`src/rtl/alu_result_buffer.sv`:
```
// Result FIFO behind the 4-bit ALU: stores {sel, out, carry, zero} and serves them over valid/ready.
// Define ALU_RESBUF_STATS_EN to add saturating carry/zero/drop counters.
module alu_result_buffer #(
    parameter int DATA_W = 4,
    parameter int SEL_W  = 3,
    parameter int DEPTH  = 4
) (
    input  logic                       clk,
    input  logic                       rst,
    input  logic                       in_valid,
    output logic                       in_ready,
    input  logic [SEL_W-1:0]           in_sel,
    input  logic [DATA_W-1:0]          in_out,
    input  logic                       in_carry,
    output logic                       out_valid,
    input  logic                       out_ready,
    output logic [SEL_W-1:0]           out_sel,
    output logic [DATA_W-1:0]          out_data,
    output logic                       out_carry,
    output logic                       out_zero,
    output logic [$clog2(DEPTH):0]     count,
    output logic                       overflow,
    input  logic                       ovf_clr
`ifdef ALU_RESBUF_STATS_EN
    ,
    output logic [7:0]                 carry_cnt,
    output logic [7:0]                 zero_cnt,
    output logic [7:0]                 drop_cnt
`endif
);

    localparam int PTR_W = $clog2(DEPTH);
    localparam int CNT_W = PTR_W + 1;

    typedef struct packed {
        logic [SEL_W-1:0]  sel;
        logic [DATA_W-1:0] data;
        logic              carry;
        logic              zero;
    } entry_t;

    entry_t             mem_q [DEPTH];
    entry_t             wr_entry;
    logic [PTR_W-1:0]   wr_ptr_q, wr_ptr_d;
    logic [PTR_W-1:0]   rd_ptr_q, rd_ptr_d;
    logic [CNT_W-1:0]   count_q, count_d;
    logic               ovf_q, ovf_d;
    logic               full, empty, push, pop, refused;

    // Handshake flags come only from registered count, so out_ready never reaches in_ready.
    assign full      = (count_q == CNT_W'(DEPTH));
    assign empty     = (count_q == '0);
    assign in_ready  = !full;
    assign out_valid = !empty;
    assign push      = in_valid && in_ready;
    assign pop       = out_valid && out_ready;
    assign refused   = in_valid && !in_ready;

    always_comb begin
        wr_entry = '{sel: in_sel, data: in_out, carry: in_carry, zero: (in_out == '0)};
        wr_ptr_d = wr_ptr_q;
        rd_ptr_d = rd_ptr_q;
        count_d  = count_q;
        ovf_d    = ovf_q;
        if (push) wr_ptr_d = wr_ptr_q + PTR_W'(1);
        if (pop)  rd_ptr_d = rd_ptr_q + PTR_W'(1);
        if (push && !pop)      count_d = count_q + CNT_W'(1);
        else if (pop && !push) count_d = count_q - CNT_W'(1);
        if (refused)      ovf_d = 1'b1;
        else if (ovf_clr) ovf_d = 1'b0;
    end

    always_ff @(posedge clk or posedge rst) begin
        if (rst) begin
            wr_ptr_q <= '0;
            rd_ptr_q <= '0;
            count_q  <= '0;
            ovf_q    <= 1'b0;
        end else begin
            wr_ptr_q <= wr_ptr_d;
            rd_ptr_q <= rd_ptr_d;
            count_q  <= count_d;
            ovf_q    <= ovf_d;
        end
    end

    // Storage needs no reset: contents are only observed behind out_valid.
    always_ff @(posedge clk) begin
        if (push) mem_q[wr_ptr_q] <= wr_entry;
    end

    assign out_sel   = mem_q[rd_ptr_q].sel;
    assign out_data  = mem_q[rd_ptr_q].data;
    assign out_carry = mem_q[rd_ptr_q].carry;
    assign out_zero  = mem_q[rd_ptr_q].zero;
    assign count     = count_q;
    assign overflow  = ovf_q;

`ifdef ALU_RESBUF_STATS_EN
    logic [7:0] carry_cnt_q, carry_cnt_d;
    logic [7:0] zero_cnt_q, zero_cnt_d;
    logic [7:0] drop_cnt_q, drop_cnt_d;

    always_comb begin
        carry_cnt_d = carry_cnt_q;
        zero_cnt_d  = zero_cnt_q;
        drop_cnt_d  = drop_cnt_q;
        if (push && in_carry && carry_cnt_q != 8'hFF)      carry_cnt_d = carry_cnt_q + 8'd1;
        if (push && wr_entry.zero && zero_cnt_q != 8'hFF)  zero_cnt_d  = zero_cnt_q + 8'd1;
        // A drop in the same cycle as a clear still counts.
        if (refused) begin
            if (drop_cnt_q != 8'hFF) drop_cnt_d = drop_cnt_q + 8'd1;
        end else if (ovf_clr) begin
            drop_cnt_d = 8'd0;
        end
    end

    always_ff @(posedge clk or posedge rst) begin
        if (rst) begin
            carry_cnt_q <= 8'd0;
            zero_cnt_q  <= 8'd0;
            drop_cnt_q  <= 8'd0;
        end else begin
            carry_cnt_q <= carry_cnt_d;
            zero_cnt_q  <= zero_cnt_d;
            drop_cnt_q  <= drop_cnt_d;
        end
    end

    assign carry_cnt = carry_cnt_q;
    assign zero_cnt  = zero_cnt_q;
    assign drop_cnt  = drop_cnt_q;
`endif

endmodule

```
`config.mk`:
```
export PLATFORM = sky130hd
export DESIGN_NAME = alu_result_buffer
export DESIGN_NICKNAME = d
export VERILOG_FILES = /design/src/rtl/alu_result_buffer.sv
export SDC_FILE = /design/constraint.sdc
export NUM_CORES = 1
export LEC_CHECK = 0
export ABC_AREA = 1
export CORE_MARGIN = 4
export CORE_UTILIZATION = 53
export DETAILED_ROUTE_END_ITERATION = 16
export PLACE_DENSITY = 0.89
export SLEW_MARGIN = 15
export SYNTH_ARGS = -nofsm -noshare
export SYNTH_HDL_FRONTEND = slang
export SYNTH_SLANG_ARGS = --single-unit
```
`constraint.sdc`:
```
create_clock -name clk -period 2.1 [get_ports clk]
set_input_delay 0.21 -clock clk [delete_from_list [all_inputs] [get_ports clk]]
set_output_delay 0.21 -clock clk [all_outputs]
set_load 0.005 [all_outputs]
```
Word level (Yosys, flattened, before mapping)
Memories as Yosys holds them, arrays and structs flattened.
Cells that the tools add are included.

storage, ports and cells
  bits in registers = 8
  bits in latches = 0
  memory bits (writable) = 36
  ROM bits = 0
  input bits = 13
  output and inout bits = 15
  word-level logic and storage cells = 29
  memories kept = 1

memory list
  memory  words  width  rd ports  clocked after memory_dff  wr ports  line  text
  mem_q   4      9      1         0                         1         42    entry_t mem_q [DEPTH];

cells by class
  add/sub/neg operators = 4
  multiply operators = 0
  div/mod/pow operators = 0
  $lt $le $gt $ge = 0
  equal/unequal tests = 1
  shift operators = 0
  multiplexer cells = 6
  bitwise gates (word level) = 0
  reduce and logical (&&, ||, !) cells = 13

operators with widths
  kind                   number
  $mux W3                2
  $logic_and A1 B1 Y1    5
  $add A2 B1 Y2 const B  2
  $logic_not A1 Y1       4
  $logic_not A4 Y1       1
  $mux W1                4
  $reduce_bool A2 Y1     2
  $add A3 B1 Y3 const B  1
  $eq A3 B3 Y1 const B   1
  $logic_not A3 Y1       1
  $sub A3 B1 Y3 const B  1

Depth between registers and ports, before layout
  word-level depth = 7
  gate-level depth with buffers = 12
  depth with buffers taken out = 12

Least setup slack after synthesis
OpenSTA, ideal clock, no wires.

  path type = reg2reg
  from = reg count_q[0], in the netlist count[0]
  to = reg count_q[1], in the netlist count[1]
  library setup time = 127 ps
  data arrival time = 1653 ps
  required time = 1973 ps
  slack = 320 ps
  cell stages (with the launch flop) = 10
  path buffers = 0
  clock period less this slack = 1780 ps
  cells stage by stage = dfrtp_1 -> inv_1 -> nand3_2 -> nand2_1 -> inv_1 -> ha_1 -> inv_1 -> fa_1 -> nand2_1 -> o21ai_0

on the way
  elaborated cells between the ends (all ways) = 15
  those cells by class = add/sub (2); eq/ne (1); mux (2); reduce/logical (10)

RTL lines
  what                    line  text
  from (decl)             46    logic [CNT_W-1:0] count_q, count_d;
  from (signal assigned)  82    count_q <= count_d;
  $eq A3 B3 Y1            51    assign full = (count_q == CNT_W'(DEPTH));
  $logic_not A1 Y1        53    assign in_ready = !full;
  named net in_ready      11    output logic in_ready,
  $logic_and A1 B1 Y1     55    assign push = in_valid && in_ready;
  named net push          48    logic full, empty, push, pop, refused;
  $logic_and A1 B1 Y1     67    if (push && !pop) count_d = count_q + CNT_W'(1);
  $mux W3                 67
  named net count_d[1]    46

The timed path passes the listed nets, and every way through them passes these cells. The select of a mux whose other input is x is not followed.
A chain may end at the register's enable or synchronous reset.

Final worst setup path
  from = reg rd_ptr_q[1]
  to = out out_data[0]

on the way
  cells in the longest elaborated chain, start to end = 1

ends and longest elaborated chain
  what                    line  text
  from (decl)             45    logic [PTR_W-1:0] rd_ptr_q, rd_ptr_d;
  from (signal assigned)  81    rd_ptr_q <= rd_ptr_d;
  $mem_v2 Z4 W9           --
  to (decl)               18    output logic [DATA_W-1:0] out_data,

No other way between the ends.

==> run summary <==
fin crit period: 1.94 ns
Peak VDD IR: 0.676 mV
CP Launch Type: register
worst path bufs/invs: 2
run status: finished clean
Worst R2R Path Depth: 9
GR Util met3: 0.0389
pin count of the biggest net entering global routing: 21
CP max-delay cell: clkdlybuf4s50_1
YS warnings: 0
Total GRT Usage: 0.165
R2R Setup Slk: 0.28 ns
die height: 68.5 um
most frequent cells in the layout: nand2_1, edfxtp_1, inv_1
core area: 3440 sq um
GRT overflow: 0
Clock Path Buffers: 2
RePlAce Congestion: 0.782
final hold vios: 0
Avg WL per Cell: 13.2 um
Post-DP HPWL: 2.24 mm
Initial Util: 0.563
FMAX: 515 MHz
Pwr Total: 3.31 mW
reg-to-reg critical path startpoint: count[0]
most common cell after layout, fill and taps aside: nand2_1
P per Cell Area: 1370 nW/um^2
Die W: 68.5 um
Clock Skews: 0.00810 ns
register area share after synthesis: 0.661
critical path class: register to output pin
CTS tree: built
Worst Hold Class: input port to async pin
Seq cells post-synth: 44
first-pass GRT wire length: 5.42 mm
max incr delay on CP: 0.45 ns
Most Crowded Layer GR: met2
area grow syn2layout: 24.8%
First DRT Iteration DRCs: 40
setup tns final: 0 ns
fin crit share: 0.924
Reg-to-Reg End: count[1]
met1 Usage GRT: 0.198
CP Max Fanout: 10
Worst-path clk slew: 0.09 ns
diodes inserted: 0
worst-margin pin slew: 0.417 ns
slew margin rel.: 0.721
clock tree sinks: 44
num rows: 21
worst path arrival time: 1.73 ns
CP required: 1.89 ns
Post-CTS Hold Buffers: 0
H-tree levels: 2
final setup vio count: 0
I/O pin cnt: 28
critical-path cell list: clkinv_1, o211ai_1, nand2_1, clkdlybuf4s50_1
crit path launch: rd_ptr_q[1]
Filler cells: 209
vias: 1,274
Final Net Count: 227
Clock Tree Root: clkbuf_8
syn avg cell area: 11.4 sq um
Netlist Area Pre-Place: 1940 sq um
crit end category: output pin
Post-DRT Antenna Nets: 0
RSZ-0062 raised after global routing: false
gate count of the mapped netlist: 170
DR DRC count: 0
leakage: 1.03 nW
layout cells sized above 1: 0.0909
WL final: 3.38 mm
Crit path depth: 4
Inserted Clock Buffers: 5
Cell variety after synth: 19
max capacitance violation total: 0
port bufs: 27
Syn Nets: 189
delay-heaviest family, CP: buffers and inverters
1st-pass router iterations: 4
CP endpoint: out_data[0]
met2 Resource Use GR: 0.273
number of global-route vias before repair: 1,237
worst-skew pair later-pin latency: 0.30 ns
Slew Limit Fails: 0
die area: 4690 sq um
vias per inst: 5.00
antenna violations before repair: 0
==> cells in the mapped netlist (all sizes together) <==
master / count / area [sq um]
nand2: 44 / 165
edfxtp: 36 / 1080
inv: 36 / 135
o211ai: 18 / 135
dfrtp: 8 / 200
nand3: 7 / 45.0
ha: 5 / 62.6
nor2: 5 / 18.8
buf: 4 / 38.8
clkinv: 1 / 3.75
fa: 1 / 20.0
nand4: 1 / 6.26
nor3b: 1 / 7.51
o21ai: 1 / 5.00
o22ai: 1 / 6.26
xnor2: 1 / 8.76
==> cell type report <==
class                           instances  area [sq um]  area share
Clock buffer                            5          68.8      0.0284
Inverter                               37           139      0.0574
Multi-Input combinational cell         85           480       0.199
Clock inverter                          3          46.3      0.0191
Tap cell                               46          57.6      0.0238
Sequential cell                        44          1280       0.529
Timing Repair Buffer                   35           347       0.143
==> worst register-to-register path: stages (launching register included) <==
cell and delay [ns]:
dfrtp_1 0.44, inv_1 0.11, nand3_2 0.13, nand2_1 0.11, inv_1 0.05, ha_1 0.20
inv_1 0.09, fa_1 0.42, nand2_1 0.07, o21ai_0 0.07
==> sequential cells by signal, summed over array words and instances (netlist names) <==
register and flops:
mem_q 36, rd_ptr_q 2, count 3, overflow 1, wr_ptr_q 2
==> metal layers <==
| metal | vias up | routed length (um) | share of wire |
|---|---|---|---|
| met4 | 0 | 87 | 0.026 |
| met1 | 601 | 1470 | 0.43 |
| met2 | 26 | 1680 | 0.50 |
| li1 | 639 | - | - |
| met3 | 8 | 144 | 0.043 |
| met5 | - | 0 | 0 |
==> metrics by stage <==
stage | util | hold WS [ns] | area (sq um) | cells | setup WS [ns]
after detailed placement | 0.668 | 0.484 | 2300 | 247 | 0.200
after global routing | 0.703 | 0.191 | 2420 | 255 | 0.0317
after CTS | 0.702 | 0.166 | 2420 | 255 | 0.116
after floorplan | - | 0.0257 | 1940 | 170 | 0.320
after global placement | 0.668 | 0.477 | 2300 | 247 | 0.289
final | 0.703 | 0.156 | 2420 | 255 | 0.159
==> where the power goes <==
group,total [mW],internal [mW],switching [mW]
sequential,1.28,1.17,0.106
clock,0.653,0.358,0.295
combinational,1.38,0.680,0.699
total,3.31,2.21,1.10
==> cell families (layout without fill, tap and decap cells) <==
logic type / count (synthesis) / count (layout) / synth area share
xor+xnor: 1 / 1 / 0.00452
fa+ha+maj: 6 / 6 / 0.0426
buf+inv: 41 / 80 / 0.0916
simple gates: 58 / 58 / 0.125
compound gates: 20 / 20 / 0.0755
flops: 44 / 44 / 0.661
==> timing repair <==
item | in CTS | in global routing
endpoints found under the hold margin | 0 | 0
setup buffers | 0 | 0
setup endpoints to repair | 0 | 1
resized for setup | 0 | 1
==> worst min path at each step <==
stage	from	end	slack, ns	depth (start not counted)
3_3_place_gp	rst	overflow	0.48	2
3_5_place_dp	rst	count[0]	0.48	2
2_1_floorplan	rst	count[0]	0.03	1
5_1_grt	rst	count[0]	0.19	2
6_report	rst	overflow	0.16	2
4_1_cts	rst	count[0]	0.17	2
Power figures use the tool's default switching activity.
